## config.mk

```make
export PLATFORM = sky130hd
export DESIGN_NAME = inst_fetch
export DESIGN_NICKNAME = d
export VERILOG_FILES = /design/src/rtl/inst_fetch.sv
export SDC_FILE = /design/constraint.sdc
export NUM_CORES = 1
export LEC_CHECK = 0
export CAP_MARGIN = 20
export CELL_PAD_IN_SITES_DETAIL_PLACEMENT = 1
export CELL_PAD_IN_SITES_GLOBAL_PLACEMENT = 2
export CORE_ASPECT_RATIO = 1.2
export CORE_MARGIN = 2
export CORE_UTILIZATION = 25
export CTS_CLUSTER_SIZE = 16
export DETAILED_ROUTE_END_ITERATION = 16
export GPL_TIMING_DRIVEN = 0
export HOLD_SLACK_MARGIN = 0.02
export PLACE_DENSITY = 0.83
export SYNTH_ARGS = -nofsm -noshare
export SYNTH_HDL_FRONTEND = slang
export SYNTH_SLANG_ARGS = --single-unit
```

## constraint.sdc

```tcl
create_clock -name clk -period 3.1 [get_ports clk]
set_input_delay 0.62 -clock clk [delete_from_list [all_inputs] [get_ports clk]]
set_output_delay 0.62 -clock clk [all_outputs]
set_load 0.02 [all_outputs]
```

## src/rtl/inst_fetch.sv

```systemverilog
// Instruction fetch stage: sync ROM read, two-edge latency to decode, stall/flush handling.
// Optional FETCH_ALIGN_CHECK_EN: a misaligned redirect halts fetch and sets a sticky error.
module inst_fetch #(
    parameter logic [31:0] RESET_PC = 32'h0000_0000
) (
    input  logic        clk,
    input  logic        rst,
    input  logic        stall,
    input  logic        flush,
    input  logic [31:0] flush_pc,
    output logic        rom_en,
    output logic [31:0] rom_addr,
    input  logic [31:0] rom_read_data,
    output logic        id_valid,
    output logic [31:0] id_pc,
    output logic [31:0] id_inst,
    output logic        misalign_err
);
    typedef enum logic {S_RUN, S_HALT} state_t;

    state_t      state_q, state_d;
    logic [31:0] pc_q, pc_d;
    logic [31:0] resp_pc_q, resp_pc_d;
    logic        resp_valid_q, resp_valid_d;
    logic        id_valid_q, id_valid_d;
    logic [31:0] id_pc_q, id_pc_d;
    logic [31:0] id_inst_q, id_inst_d;
    logic        err_q, err_d;

    logic [31:0] tgt;
    logic        bad_tgt;

`ifdef FETCH_ALIGN_CHECK_EN
    assign tgt     = flush_pc;
    assign bad_tgt = flush && (flush_pc[1:0] != 2'b00);
`else
    // Low bits of the redirect target are ignored entirely.
    logic unused_lsb;
    assign unused_lsb = ^flush_pc[1:0];
    assign tgt        = {flush_pc[31:2], 2'b00};
    assign bad_tgt    = 1'b0;
`endif

    always_comb begin
        state_d      = state_q;
        pc_d         = pc_q;
        resp_pc_d    = resp_pc_q;
        resp_valid_d = resp_valid_q;
        id_valid_d   = id_valid_q;
        id_pc_d      = id_pc_q;
        id_inst_d    = id_inst_q;
        err_d        = err_q;
        rom_en       = (state_q == S_RUN) && !rst && !bad_tgt;
        // On stall the in-flight address is re-read so ROM data stays paired with resp_pc_q.
        rom_addr     = flush ? tgt : (stall ? resp_pc_q : pc_q);

        if (state_q == S_HALT) begin
            id_valid_d = 1'b0;
        end else if (flush) begin
            id_valid_d = 1'b0;
            if (bad_tgt) begin
                err_d   = 1'b1;
                state_d = S_HALT;
            end else begin
                resp_pc_d    = tgt;
                resp_valid_d = 1'b1;
                pc_d         = tgt + 32'd4;
            end
        end else if (!stall) begin
            pc_d         = pc_q + 32'd4;
            resp_pc_d    = pc_q;
            resp_valid_d = 1'b1;
            id_valid_d   = resp_valid_q;
            id_pc_d      = resp_pc_q;
            id_inst_d    = rom_read_data;
        end
    end

    always_ff @(posedge clk) begin
        if (rst) begin
            state_q      <= S_RUN;
            pc_q         <= RESET_PC;
            resp_pc_q    <= RESET_PC;
            resp_valid_q <= 1'b0;
            id_valid_q   <= 1'b0;
            id_pc_q      <= 32'd0;
            id_inst_q    <= 32'd0;
            err_q        <= 1'b0;
        end else begin
            state_q      <= state_d;
            pc_q         <= pc_d;
            resp_pc_q    <= resp_pc_d;
            resp_valid_q <= resp_valid_d;
            id_valid_q   <= id_valid_d;
            id_pc_q      <= id_pc_d;
            id_inst_q    <= id_inst_d;
            err_q        <= err_d;
        end
    end

    assign id_valid     = id_valid_q;
    assign id_pc        = id_pc_q;
    assign id_inst      = id_inst_q;
    assign misalign_err = err_q;
endmodule

```

* Word level (Yosys, flattened, before mapping) *
Index checks and enable logic that the tools add are counted.

word-level totals
  bits in registers = 131
  latch bits = 0
  bits in writable memories = 0
  ROM bits = 0
  word-level logic and storage cells = 25
  memories kept = 0

operators by class
  $add $sub $neg = 2
  $mul = 0
  div/mod/pow operators = 0
  magnitude comparators = 0
  eq/ne operators = 1
  shift-type cells = 0
  muxes and demuxes = 7
  bitwise logic cells = 3
  reductions and logical operators = 5

operator list
  operator                                       count
  2-to-1 mux 32 bit                              4
  adder 32 x 3 -> 32 bit, second input constant  2
  2-to-1 mux 1 bit                               3
  inverter 1 bit                                 3
  AND reduction 3 bit                            1
  OR reduction 3 bit                             1
  != test 2 x 1 -> 1 bit, second input constant  1
  AND reduction 2 bit                            1
  logical AND 1 bit                              1
  zero test 1 bit                                1

* Logic depth before layout (Yosys ltp) *
  word-level depth = 3
  gate-level depth with buffers = 15

* Worst setup path before layout *
No wires, ideal clock.

  kind = in2reg
  from = input port flush
  to = register pc_q[16]
  library setup time = 0.127 ns
  data arrival time = 3.132 ns
  required time = 2.973 ns
  setup slack = -0.159 ns
  stages on the path = 14
  buffers on the path = 6
  cells stage by stage = buf_6 > buf_6 > buf_2 > buf_2 > clkbuf_1 > clkbuf_1 > o21ai_0 > ha_1 > nand4b_1 > a21oi_2 > nand3_2 > or3b_1 > mux2i_1 > nand3_1

between the ends
  longest elaborated chain between the ends = 2
  elaborated cells on any way between the ends = 3
  classes of those cells = 1 x eq/ne; 1 x mux; 1 x reduce/logical

ends and longest elaborated chain
  what                                     RTL line  source
  start, declared                          9         input logic flush,
  != test 2 x 1 -> 1 bit (no source line)  -
  AND reduction 2 bit (no source line)     -
  end signal, assigned                     91        pc_q <= pc_d;
  end, declared                            22        logic [31:0] pc_q, pc_d;

Parallel ways exist; a longest one is shown, timed or not.
A chain may end at the register's enable or synchronous reset.

* Final worst setup path *
  from = input port stall
  to = output port rom_addr[2]

between the ends
  longest elaborated chain between the ends = 2

ends and longest elaborated chain
  what                             RTL line  source
  start, declared                  8         input logic stall,
  2-to-1 mux 32 bit (2 in series)  -
  end, declared                    12        output logic [31:0] rom_addr,

Every way passes these cells.

==> key figures <==
Synthesis
  • Synth top area share: 0.419
  • #FFs+latches synth: between 100 and 150
  • Commonest cells post-synth: nand2_1, dfxtp_1, a21oi_1, clkbuf_1, o21ai_0
  • Post-synth ARST share: 0
  • Top post-synthesis cells by area: dfxtp_1, nand2_1, a21oi_1
  • Syn Nets: 823
  • Post-synthesis sequential area ratio: 0.419
  • Synth Flop Type: dfxtp_1
  • Cells after Synth: 754
  • Synth warn: 0
  • Cell variety after synth: 58
  • Mean Syn Cell Area: 8.12 um2
  • Yosys top cell by area: dfxtp_1
  • Most common cell in the netlist: nand2_1
  • Post-synth EDFFs: 0
  • Mapped cell area: between 6000 and 7000 um2

Critical path
  • Crit path kind: in -> out
  • WP data required: approximately 2.5 ns
  • Critical path's largest stage delay: a little over 0.5 ns
  • Critical-path cell list: clkdlybuf4s50_1 > clkbuf_4 > clkbuf_4 > a21oi_1 > a21boi_0 > dlygate4sd2_1
  • Cell repeated most along the worst path: clkbuf_4
  • Setup crit start kind: input port
  • Worst EP arrival: about 2.4 ns
  • CP endpoint kind: primary output
  • Worst Path Max Fanout: 10
  • Slowest CP cell: clkdlybuf4s50_1

Clock network
  • Max clock buf depth: 2
  • Worst skew pair latency: 0.43 ns
  • CTS Hold Bufs: 0
  • CTS Root Cell: clkbuf_16
  • H-tree levels: 4
  • CTS Buf Count: 17
  • Total clock sinks: approximately 130
  • Clock edge transition at the registers on the reported setup and hold paths: roughly 0.060 ns
  • CTS tree: done

Global route
  • Vias in the first global route: 6462
  • Largest net degree at the start of global routing: 17
  • First-pass GRT wire length: 36500 um
  • GR Overflow Total: 0
  • GRT Util Overall: 0.183
  • Antenna violations before repair: 1

Die
  • Full die area: between 20000 and 30000 um2
  • Die W: roughly 150 um
  • IO Pins: 167
  • Site Rows: slightly above 60
  • Core box area: between 20000 and 25000 um2
  • Die height: about 180 um
  • Starting Density: 0.255

Timing
  • Slew Viols, Final: 0
  • # setup viols final: 0
  • Unrepaired setup endpoints after global routing: no
  • Max_slew headroom: 0.484
  • Least-Margin Pin Slew: just under 0.8 ns
  • Fmax: 336 MHz
  • Endpoints failing hold: 0
  • Tcrit/Tclk final: 0.960
  • Setup Skew: approximately 0.0065 ns
  • Final Critical Period: 2.98 ns

Routing
  • WL per Instance: roughly 18 um
  • Vias per cell: around 4.8
  • Initial DRC Count: between 200 and 300
  • Final antenna-violating net count: 0
  • Routed via count: 6083
  • First-pass iteration count of the detailed router: 4
  • # DRC: 0
  • Routed WL: 23300 um

Power and ir drop
  • Lkg Pwr: between 3 and 4 nW
  • Worst vdd ir: around 0.27 mV
  • Pwr Total: ~4.8 mW
  • PwrDens: roughly 530 nW/um2

Final layout
  • Syn-to-layout area delta: 45.9%
  • Fraction of layout cells with a size suffix above 1: 0.0861
  • Design area: slightly below 9000 um2
  • # fillers: about 2800
  • Nets: just over 1000
  • Seq. cell area: 2560 um2
  • Area occupied by multi-input gates: roughly 3400 um2

Placement
  • Buffers on Ports: roughly 160
  • Placed Area: 8180 um2
  • HPWL after detailed placement: ~17000 um
  • Gp weighted congestion: 0.862

Status
  • Status: complete, no violations

Run
  • Maxcap violations: 0

Worst hold path
  • Hold Path Class: reg -> reg
==> flip-flops by register name, summed over array words and instances, names as in the netlist <==
name / cells
resp_valid_q: 1
id_pc: 32
id_inst: 32
id_valid: 1
resp_pc_q: 32
pc_q: 30
==> cell families after synthesis <==
kind of cell | after synthesis | share of synthesized area
compound gates | 158 | 0.152
buf+inv | 59 | 0.0413
fa+ha+maj | 1 | 0.00204
flops | 128 | 0.419
simple gates | 331 | 0.269
xor+xnor | 41 | 0.0587
mux | 35 | 0.0574
other cells | 1 | 0.000613
==> metal layers <==
| layer | GRT usage | share of wire | up-vias |
|---|---|---|---|
| li1 | - | - | 2956 |
| met1 | 0.220 | 0.44 | 2943 |
| met2 | 0.325 | 0.51 | 153 |
| met3 | 0.0335 | 0.036 | 31 |
| met4 | 0.0676 | 0.017 | 0 |
| met5 | 0 | 0 | - |
==> metrics by stage <==
stage,util,instances,hold slack [ns],worst slack [ns],setup TNS [ns]
after CTS,0.371,1271,0.454,0.00131,0
final,0.373,1273,0.454,0.123,0
after global routing,0.373,1273,0.472,0.00380,0
after detailed placement,0.341,1236,0.446,-0.984,-27.59
after floorplan,-,754,0.432,0.00586,0
after global placement,0.341,1236,0.442,-0.975,-28.11
==> cell type report <==
cell class	count	share of cell area
Clock buffer	18	0.0492
Tap cell	320	0.0448
Timing Repair Buffer	167	0.182
Clock inverter	14	0.0254
Multi-Input combinational cell	567	0.376
Sequential cell	128	0.287
Inverter	7	0.00294
Buffer	51	0.0328
Antenna cell	1	0.000280
==> layout by cell type, fill, tap and decap left out, types with 17 or more instances in the layout <==
| cell type | synthesis | layout |
|---|---|---|
| clkbuf_1 | 37 | 28 |
| clkdlybuf4s50_1 | 0 | 130 |
| a21oi_1 | 76 | 76 |
| nand2_1 | 186 | 186 |
| nand3_1 | 19 | 19 |
| mux2i_1 | 34 | 33 |
| dlygate4sd2_1 | 0 | 29 |
| dfxtp_1 | 128 | 128 |
| clkbuf_16 | 0 | 17 |
| nor2_1 | 23 | 23 |
| xnor2_1 | 29 | 29 |
| o21ai_0 | 35 | 28 |
| and2_1 | 32 | 32 |
==> critical path: cells and delay by family <==
kind                   cells  cell delay, ns
buffers and inverters      4            1.43
AOI/OAI and AO/OA          2            0.30
==> what timing repair did <==
| item | in CTS | in global routing |
|---|---|---|
| buffers inserted | 3 | 2 |
| cloned | 0 | 0 |
| resized for setup | 56 | 18 |
| setup endpoints to repair | 37 | 15 |
| pin swaps | 2 | 5 |
==> worst paths after layout <==
check             slack, ns                       end  cells past startpoint                     start
setup / recovery       0.12               rom_addr[2]                      6                     stall
hold / removal         0.45  id_inst[17]$_SDFFE_PP0P_                      2  id_inst[17]$_SDFFE_PP0P_
setup reg to reg       0.66     pc_q[16]$_SDFFE_PP0P_                     10      pc_q[3]$_SDFFE_PP0P_
hold reg to reg        0.45  id_inst[17]$_SDFFE_PP0P_                      2  id_inst[17]$_SDFFE_PP0P_
==> power by group <==
group / internal [mW] / switching, mW
logic: 0.294 / 0.389
clock network: 1.46 / 0.833
registers: 1.73 / 0.0671
Power figures use the tool's default switching activity.
